## config.mk

```make
export PLATFORM = sky130hd
export DESIGN_NAME = msrv32_fetch_sequencer
export DESIGN_NICKNAME = d
export VERILOG_FILES = /design/src/rtl/msrv32_fetch_sequencer.sv
export SDC_FILE = /design/constraint.sdc
export NUM_CORES = 1
export LEC_CHECK = 0
export ABC_AREA = 1
export BUFFER_PORTS_ARGS = -buffer_cell sky130_fd_sc_hd__buf_2
export CAP_MARGIN = 20
export CORE_ASPECT_RATIO = 1.2
export CORE_MARGIN = 2
export CORE_UTILIZATION = 25
export DETAILED_ROUTE_END_ITERATION = 8
export PLACE_DENSITY_LB_ADDON = 0.08
export SLEW_MARGIN = 0
export SYNTH_ARGS = -nofsm -noshare
export SYNTH_HDL_FRONTEND = slang
export SYNTH_SLANG_ARGS = --single-unit
```

## constraint.sdc

```tcl
create_clock -name clk_in -period 6.9 [get_ports clk_in]
set_clock_uncertainty 0.2 [all_clocks]
set_input_delay 1.38 -clock clk_in [delete_from_list [all_inputs] [get_ports clk_in]]
set_output_delay 1.38 -clock clk_in [all_outputs]
set_load 0.05 [all_outputs]
```

## src/rtl/msrv32_fetch_sequencer.sv

```systemverilog
`default_nettype none
//==============================================================================
// Module : msrv32_fetch_sequencer
// Desc   : Program counter owner and single-outstanding instruction fetch
//          sequencer for msrv32 (boot / sequential / branch / trap / mret).
// Rev    : 1.0  initial release
//==============================================================================
module msrv32_fetch_sequencer #(
    parameter logic [31:0] BOOT_ADDRESS = 32'h0000_0000,
    parameter int          WAIT_LIMIT   = 16
) (
    input  logic        clk_in,
    input  logic        rst_in,
    input  logic        stall_in,
    input  logic        branch_taken_in,
    input  logic [31:0] branch_target_in,
    input  logic        trap_taken_in,
    input  logic [31:0] trap_vector_in,
    input  logic        mret_in,
    input  logic [31:0] epc_in,
    input  logic        imem_ready_in,
    input  logic [31:0] imem_rdata_in,
    output logic        imem_req_out,
    output logic [31:0] iaddr_out,
    output logic [31:0] pc_out,
    output logic [31:0] instr_out,
    output logic        instr_valid_out,
    output logic        flush_out,
    output logic        misaligned_out,
    output logic        fetch_timeout_out
);

    localparam int                 c_CNT_W    = $clog2(WAIT_LIMIT + 1);
    localparam logic [c_CNT_W-1:0] c_LIMIT    = c_CNT_W'(WAIT_LIMIT);
    localparam logic [c_CNT_W-1:0] c_LIMIT_M1 = c_CNT_W'(WAIT_LIMIT - 1);

    typedef enum logic [1:0] {
        S_BOOT  = 2'd0,
        S_FETCH = 2'd1,
        S_WAIT  = 2'd2,
        S_DRAIN = 2'd3
    } state_t;

    state_t               r_state;
    state_t               w_next;
    logic [31:0]          r_fetch_pc;
    logic [31:0]          r_iaddr;
    logic [31:0]          r_pc;
    logic [31:0]          r_instr;
    logic                 r_valid;
    logic                 r_flush;
    logic                 r_misal;
    logic                 r_timeout;
    logic [c_CNT_W-1:0]   r_wait_cnt;

    logic                 w_redir;
    logic                 w_misal;
    logic [31:0]          w_target;
    logic                 w_req;
    logic [31:0]          w_iaddr;
    logic                 w_stuck;
    logic                 w_take;
    logic                 w_unused;

    assign w_unused = &{1'b0, trap_vector_in[1:0]};

    always_comb begin
        w_redir  = 1'b0;
        w_misal  = 1'b0;
        w_target = branch_target_in;
        if (trap_taken_in) begin
            w_redir  = 1'b1;
            w_target = {trap_vector_in[31:2], 2'b00};
        end else if (mret_in) begin
            w_target = epc_in;
            if (epc_in[1:0] == 2'b00) w_redir = 1'b1;
            else                      w_misal = 1'b1;
        end else if (branch_taken_in) begin
            if (branch_target_in[1:0] == 2'b00) w_redir = 1'b1;
            else                                w_misal = 1'b1;
        end

        // DRAIN must keep presenting the killed request's address until imem answers
        w_iaddr = (r_state == S_DRAIN) ? r_iaddr : r_fetch_pc;
        case (r_state)
            S_FETCH:         w_req = !r_valid || !stall_in;
            S_WAIT, S_DRAIN: w_req = 1'b1;
            default:         w_req = 1'b0;
        endcase
        w_stuck = w_req && !imem_ready_in;
        w_take  = w_req && imem_ready_in && !w_redir && (r_state != S_DRAIN);

        w_next = r_state;
        case (r_state)
            S_BOOT:          w_next = S_FETCH;
            S_FETCH, S_WAIT: w_next = w_stuck ? (w_redir ? S_DRAIN : S_WAIT) : S_FETCH;
            S_DRAIN:         w_next = imem_ready_in ? S_FETCH : S_DRAIN;
            default:         w_next = S_BOOT;
        endcase
    end

    always_ff @(posedge clk_in or posedge rst_in) begin
        if (rst_in) r_state <= S_BOOT;
        else        r_state <= w_next;
    end

    always_ff @(posedge clk_in or posedge rst_in) begin
        if (rst_in) begin
            r_fetch_pc <= BOOT_ADDRESS;
            r_iaddr    <= BOOT_ADDRESS;
            r_pc       <= BOOT_ADDRESS;
            r_instr    <= 32'h0;
            r_valid    <= 1'b0;
            r_flush    <= 1'b0;
            r_misal    <= 1'b0;
            r_timeout  <= 1'b0;
            r_wait_cnt <= '0;
        end else begin
            r_iaddr <= w_iaddr;
            r_flush <= w_redir && (r_state != S_DRAIN);
            r_misal <= w_misal;

            if (w_redir)     r_fetch_pc <= w_target;
            else if (w_take) r_fetch_pc <= r_fetch_pc + 32'd4;

            if (w_take) begin
                r_instr <= imem_rdata_in;
                r_pc    <= w_iaddr;
            end

            if (w_redir)                   r_valid <= 1'b0;
            else if (w_take)               r_valid <= 1'b1;
            else if (r_valid && !stall_in) r_valid <= 1'b0;

            if (w_next == S_WAIT) begin
                if (r_wait_cnt != c_LIMIT) r_wait_cnt <= r_wait_cnt + 1'b1;
                r_timeout <= (r_wait_cnt == c_LIMIT_M1);
            end else begin
                r_wait_cnt <= '0;
                r_timeout  <= 1'b0;
            end
        end
    end

    assign imem_req_out      = w_req;
    assign iaddr_out         = w_iaddr;
    assign pc_out            = r_pc;
    assign instr_out         = r_instr;
    assign instr_valid_out   = r_valid;
    assign flush_out         = r_flush;
    assign misaligned_out    = r_misal;
    assign fetch_timeout_out = r_timeout;

endmodule
`default_nettype wire

```

# Word level (Yosys, flattened, before mapping)
# Index checks and enable logic that the tools add are counted.
# totals
regBits	139
inputBits	135
out_inout_bits	101
# op_classes
add_sub_neg	2
eq_ne	8
n_mux	26
reduce_logical	18
# op_table
cell	n
$mux 32	5
$add 32x3->32 const B	1
$mux 1	15
$mux 5	2
$eq 2x2->1 const B	3
$logic_and 1x1->1	6
$logic_not 2->1	3
$pmux 2 s3	1
$add 5x1->5 const B	1
$eq 5x4->1 const B	1
$ne 5x5->1 const B	1
$logic_not 1->1	4
$mux 2	2
$reduce_or 2->1	2
$reduce_bool 3->1	1
$eq 2x1->1 const B	1
$ne 2x1->1 const B	1
$ne 2x2->1 const B	1
$pmux 1 s2	1
$reduce_bool 2->1	1
$logic_or 1x1->1	1

# Depth between registers and ports, before layout
# Gate-level depths: netlist (run 1).
# logic_depth
word_depth	10
depth_mapped	11

# Worst setup path after synthesis (run 1)
# No wires, ideal clock.
# synth_path
path_kind	input to output
startpoint	input port stall_in
endpoint	output port imem_req_out
t_arrival_ps	2409
setup_slack_ps	2911
cell_stages	5
n_path_buf	0
cell_sequence	nand2_1 nand2_1 nand2_1 inv_1 nor2_1
# synth_via
elab_chain_len	3
# synth_rtl
element	line_no	text
start: declaration	14	input logic stall_in,
$logic_not 1->1	86	S_FETCH: w_req = !r_valid || !stall_in;
$logic_or 1x1->1	86	
$pmux 1 s2	85	case (r_state)
end: declaration	23	output logic imem_req_out,
# No other way between the ends.

# Worst setup path in the final report (run 1)
# layout_path
startpoint	register r_state[0]
endpoint	output port iaddr_out[5]
# layout_via
elab_chain_len	2
# layout_rtl
element	line_no	text
start: declaration	44	state_t r_state;
start signal: assignment	104	else r_state <= w_next;
$eq 2x2->1	84	w_iaddr = (r_state == S_DRAIN) ? r_iaddr : r_fetch_pc;
$mux 32	84	
end: declaration	24	output logic [31:0] iaddr_out,
# No other way between the ends.

==> results of run 1 <==
## cell families after synthesis
logic type / after synthesis
DFF: 139
and+or+nand+nor: 625
xor gates and xnor gates: 10
AOI/OAI and AO/OA: 87
adders and majority gates: 8
buffers and inverters: 93
## area by class of cell
cell class	instances	area [sq um]
clock buffers	18	439
clock inverters	14	159
fillers	3152	18700
inverters	50	193
multi-input cells	730	3170
flip-flops and latches	139	3480
well taps	379	474
repair buffers	240	1230
## stage by stage
step / power [mW] / cell area, sq um / setup WS, ns / utilization
after detailed placement: 3.53 / 8540 / 2.52 / 0.307
after global routing: 4.71 / 9140 / 2.11 / 0.328
after global placement: 3.52 / 8520 / 2.49 / 0.306
after floorplan: 2.93 / 7050 / 1.60 / -
final: 4.42 / 9140 / 2.46 / 0.328
after CTS: 4.50 / 9140 / 2.30 / 0.328
## sequential cells by signal, summed over array words and instances, names as in the netlist
| register | flops |
|---|---|
| flush_out | 1 |
| r_iaddr | 32 |
| fetch_timeout_out | 1 |
| instr_valid_out | 1 |
| instr_out | 32 |
| r_state | 2 |
| pc_out | 32 |
| r_wait_cnt | 5 |
| r_fetch_pc | 32 |
| misaligned_out | 1 |
## synth_stat cells (3+ instances only)
library cell / n / share of area
a21oi_1: 24 / 0.017
a31oi_1: 3 / 0.0027
buf_2: 11 / 0.0078
buf_4: 5 / 0.0053
buf_6: 4 / 0.0064
clkbuf_1: 23 / 0.012
dfrtp_1: 139 / 0.49
ha_1: 8 / 0.014
inv_1: 45 / 0.024
inv_2: 3 / 0.0016
nand2_1: 448 / 0.24
nand3_1: 68 / 0.048
nand4_1: 6 / 0.0053
nor2_1: 95 / 0.051
nor2_2: 3 / 0.0027
o211ai_1: 13 / 0.014
o21ai_0: 41 / 0.029
xor2_1: 10 / 0.012
## layer usage
| layer | wire (microns) | part of all wire | track usage |
|---|---|---|---|
| met5 | 0 | 0 | 0 |
| met4 | 363 | 0.015 | 0.0469 |
| met3 | 1450 | 0.060 | 0.0377 |
| met2 | 12200 | 0.51 | 0.294 |
| met1 | 10000 | 0.42 | 0.203 |
## worst max-delay path, stage by stage, from the launching register on
cell and delay [ns]:
dfrtp_1 0.38, ha_2 0.86, clkinv_1 0.60, nand2_1 0.22, nand2_1 0.13, buf_2 0.24
## power by group
| part | switching, mW | internal [mW] | total (mW) | leakage [nW] |
|---|---|---|---|---|
| combinational | 1.69 | 0.456 | 2.14 | 2.74 |
| sequential | 0.199 | 1.13 | 1.33 | 1.73 |
| clock | 0.396 | 0.552 | 0.947 | 0.299 |
| total | 2.28 | 2.14 | 4.42 | 4.77 |
## worst paths after layout
check / depth (start not counted) / startpoint / slack (ns) / to
min in group asynchronous: 2 / rst_in / 0.90 / instr_out[3]
worst min register to register: 2 / pc_out[13] / 0.27 / pc_out[13]
max in group asynchronous: 3 / rst_in / 4.26 / r_iaddr[7]
worst min-delay path: 2 / pc_out[13] / 0.27 / pc_out[13]
worst max register to register: 9 / r_state[0] / 3.78 / pc_out[27]
worst max-delay path: 5 / r_state[0] / 2.46 / iaddr_out[5]
==> results.json, run 1 <==
{
  "start_util": 0.253,
  "muxShareOfSynthArea": 0,
  "fin_cells": 1570,
  "worstHoldPathType": "flip-flop to flip-flop",
  "mappedNetlistNets": 1105,
  "drtIter0Drc": 323,
  "synthArstFlopShare": 1.00,
  "cts-resized-gates": 0,
  "grt_max_degree": 80,
  "grt_pass1_vias": 6834,
  "fin_nets": 1321,
  "cts.sinks": 139,
  "syn_inst": 962,
  "cap_viol_max_count": 0,
  "finalCritPeriodShare": 0.644,
  "vdd_ir_drop_max_v": 0.000226,
  "status": "finished, final reports clean",
  "cts_setup_buffers": 0,
  "hpwl_microns": 17500,
  "powerDensity_nw_per_um2": 483,
  "synth_compound_area_frac": 0.0706,
  "rsz0062_at_grt": "no",
  "ys_types": 27,
  "drive_gt1_frac": 0.238,
  "start_kind": "flip-flop",
  "insertion_delay_ns": 0.42,
  "synthXorXnorAreaFrac": 0.0124,
  "most-common-layout-cells": "nand2_1 (448), buf_2 (233), dfrtp_1 (139)",
  "vias": 6757,
  "wl_per_cell_microns": 15.3,
  "crit_path_max_fanout": 59,
  "viasPerCell": 4.30,
  "remaining_drc_errors": 0,
  "worstPathRequired_ns": 5.32,
  "antenna_found_initial": 0,
  "ys_seq_area_frac": 0.493,
  "pin_count": 236,
  "htree_levels": 4,
  "place_inst": 1538,
  "fin_crit_ns": 4.44,
  "synth_top_family_by_area": "simple AND/OR/NAND/NOR gates",
  "endpoint_kind": "output pin",
  "core-area_sq_um": 27800,
  "ys.flop_type": "dfrtp_1",
  "ant_nets": 0,
  "arrival_ns": 2.86,
  "timing.fmax_ghz": 0.225,
  "yosys.area_share.simple": 0.351,
  "cts_inserted_buffers": 17,
  "holdWs_ns": 0.271,
  "syn_avg_cell_area_sq_um": 7.33,
  "die-area_sq_um": 29600,
  "gp_congestion": 0.805,
  "routed_wl_microns": 24100,
  "drv_slew": 0,
  "die_h_microns": 188,
  "cts_tree": "built",
  "clockRootBuffer": "clkbuf_16",
  "die_w_microns": 157,
  "synth_area_sq_um": 7050,
  "synth_seq_cells": 139,
  "grt_pass1_wl_microns": 38000,
  "yosysWarnings": 0,
  "tns_ns": 0,
  "path_clk_slew_ns": 0.06,
  "maxSlewHeadroom": 0.309,
  "synth_adder_area_share": 0.0142,
  "worst_pin_slew_ns": 1.03,
  "power_leakage_nw": 4.77,
  "final_common_cell": "nand2_1",
  "finalSetupViolCount": 0,
  "antennaDiodeCount": 0,
  "ctsHoldBuffers": 0,
  "syn_to_final_growth_pct": 29.6,
  "rows": 67,
  "grt_overflow_total": 0,
  "hold_viol_final": 0,
  "synth-edff-count": 0,
  "max-clock-path-buffers": 2,
  "first_pass_iters": 4,
  "port_buffers": 233,
  "track_usage": 0.167,
  "critical_path_class": "flip-flop to output pin"
}
(Power assumes the default switching activity.)
==> inputs of run 2 (changes only) <==
==> constraint.sdc (replaced) <==
create_clock -name clk_in -period 4.1 [get_ports clk_in]
set_clock_uncertainty 0.2 [all_clocks]
set_input_delay 0.82 -clock clk_in [delete_from_list [all_inputs] [get_ports clk_in]]
set_output_delay 0.82 -clock clk_in [all_outputs]
set_load 0.05 [all_outputs]
==> results.json, run 2 (synthesis results as in run 1) <==
{
  "max-clock-path-buffers": 2,
  "start_util": 0.253,
  "cts_inserted_buffers": 17,
  "remaining_drc_errors": 0,
  "grt_overflow_total": 0,
  "final_common_cell": "nand2_1",
  "gp_congestion": 0.829,
  "power.total_mw": 7.38,
  "power_leakage_nw": 4.79,
  "cp.buffers_inverters": 2,
  "finalSetupViolCount": 0,
  "start_kind": "flip-flop",
  "cts_setup_buffers": 0,
  "place_inst": 1547,
  "cts-resized-gates": 0,
  "status": "finished, final reports clean",
  "track_usage": 0.166,
  "drive_gt1_frac": 0.244,
  "p_int_mw": 3.49,
  "p_sw_mw": 3.89,
  "arrival_ns": 2.40,
  "reg2reg_to": "r_fetch_pc[15]",
  "port_buffers": 233,
  "hold_viol_final": 0,
  "switching_share": 0.527,
  "antenna_found_initial": 0,
  "rsz0062_at_grt": "no",
  "p_comb_frac": 0.489,
  "cts_tree": "built",
  "tns_ns": 0,
  "worstHoldPathType": "flip-flop to flip-flop",
  "grt_pass1_wl_microns": 37600,
  "nFillCells": 3087,
  "drtIter0Drc": 281,
  "worstPathRequired_ns": 3.08,
  "grt_max_degree": 51,
  "routed_wl_microns": 24100,
  "powerDensity_nw_per_um2": 802,
  "htree_levels": 4,
  "crit_path_max_fanout": 27,
  "die_h_microns": 188,
  "worst_path_most_repeated_cell": "nand2_1",
  "maxSlewHeadroom": 0.373,
  "fin_nets": 1330,
  "path_clk_slew_ns": 0.07,
  "utilization": 0.331,
  "hpwl_microns": 18200,
  "first_pass_iters": 4,
  "die-area_sq_um": 29600,
  "r2r_start": "r_state[0]",
  "r2r_slack_ns": 1.47,
  "rows": 67,
  "viasPerCell": 4.29,
  "timing.fmax_ghz": 0.292,
  "syn_to_final_growth_pct": 30.5,
  "hp-start": "pc_out[28]",
  "cap_viol_max_count": 0,
  "crit_chain": "ha_2, clkinv_1, nand2_1, nand2_1, buf_2",
  "grt_pass1_vias": 6762,
  "drv_slew": 0,
  "die_w_microns": 157,
  "antennaDiodeCount": 0,
  "worst_pin_slew_ns": 0.938,
  "r2r_cells": 8,
  "wl_per_cell_microns": 15.3,
  "finalCritPeriodShare": 0.835,
  "fin_cells": 1579,
  "ctsHoldBuffers": 0,
  "fin_crit_ns": 3.42,
  "path_delay_family": "buffers and inverters",
  "clockRootBuffer": "clkbuf_16",
  "endpoint_kind": "output pin",
  "ant_nets": 0,
  "crit_path_max_incr_delay_ns": 0.55,
  "holdPathEnd": "pc_out[28]",
  "critical_path_class": "flip-flop to output pin",
  "cts.sinks": 139,
  "pwr-share-clk": 0.207,
  "crit_slowest_cell": "ha_2",
  "core-area_sq_um": 27800,
  "pin_count": 236,
  "most-common-layout-cells": "nand2_1 (448), buf_2 (233), dfrtp_1 (139)",
  "vias": 6769,
  "vdd_ir_drop_max_v": 0.000339,
  "holdWs_ns": 0.273,
  "insertion_delay_ns": 0.43,
  "pwr-share-seq": 0.304,
  "min_path_cells": 2
}
-- run 2: cell count changes in the layout (fill, tap and decap cells not counted), sizes merged --
cell      delta
buf          +9
clkbuf       -1
clkinvlp     +3
bufinv       -2
-- run 2: worst min-delay path, stage by stage (launching register included) --
cell and delay (ns):
dfrtp_1 0.34, nand2_1 0.05, nand2_1 0.05
-- run 2: through the flow --
step / cell area, sq um / setup slack (ns)
2_1_floorplan: 7060 / 0.883
3_3_place_gp: 8620 / 0.945
3_5_place_dp: 8620 / 0.914
4_1_cts: 9200 / 0.591
5_1_grt: 9200 / 0.501
6_report: 9200 / 0.675
-- run 2: power groups by stage --
| stage | combinational, mW | clock (mW) | sequential (mW) |
|---|---|---|---|
| CTS | 3.69 | 1.58 | 2.24 |
| finish | 3.61 | 1.53 | 2.24 |
| floorplan | 1.76 | 0 | 3.17 |
| detailed placement | 3.69 | 0 | 2.26 |
| global placement | 3.67 | 0 | 2.26 |
| global route | 3.91 | 1.64 | 2.31 |
-- run 2: routing by layer --
metal,global-route usage,up-vias,part of all wire
met5,0,-,0
met4,0.0420,0,0.0087
met3,0.0437,15,0.059
met2,0.297,172,0.51
met1,0.196,3113,0.42
li1,-,3469,-
-- run 2: worst max path at each step --
stage / from / endpoint / depth (start not counted)
2_1_floorplan: r_state[0] / iaddr_out[0] / 4
3_3_place_gp: mret_in / r_fetch_pc[4] / 8
3_5_place_dp: mret_in / r_fetch_pc[4] / 8
4_1_cts: r_state[0] / iaddr_out[6] / 5
5_1_grt: r_state[0] / iaddr_out[6] / 5
6_report: r_state[0] / iaddr_out[6] / 5
-- run 2: layout make-up --
class                   count  area, sq um  area share
inverters                  50          191      0.0208
clock inverters            15          155      0.0169
multi-input cells         730         3170       0.344
well taps                 379          474      0.0515
repair buffers            249         1310       0.142
clock buffers              17          425      0.0462
flip-flops and latches    139         3480       0.378
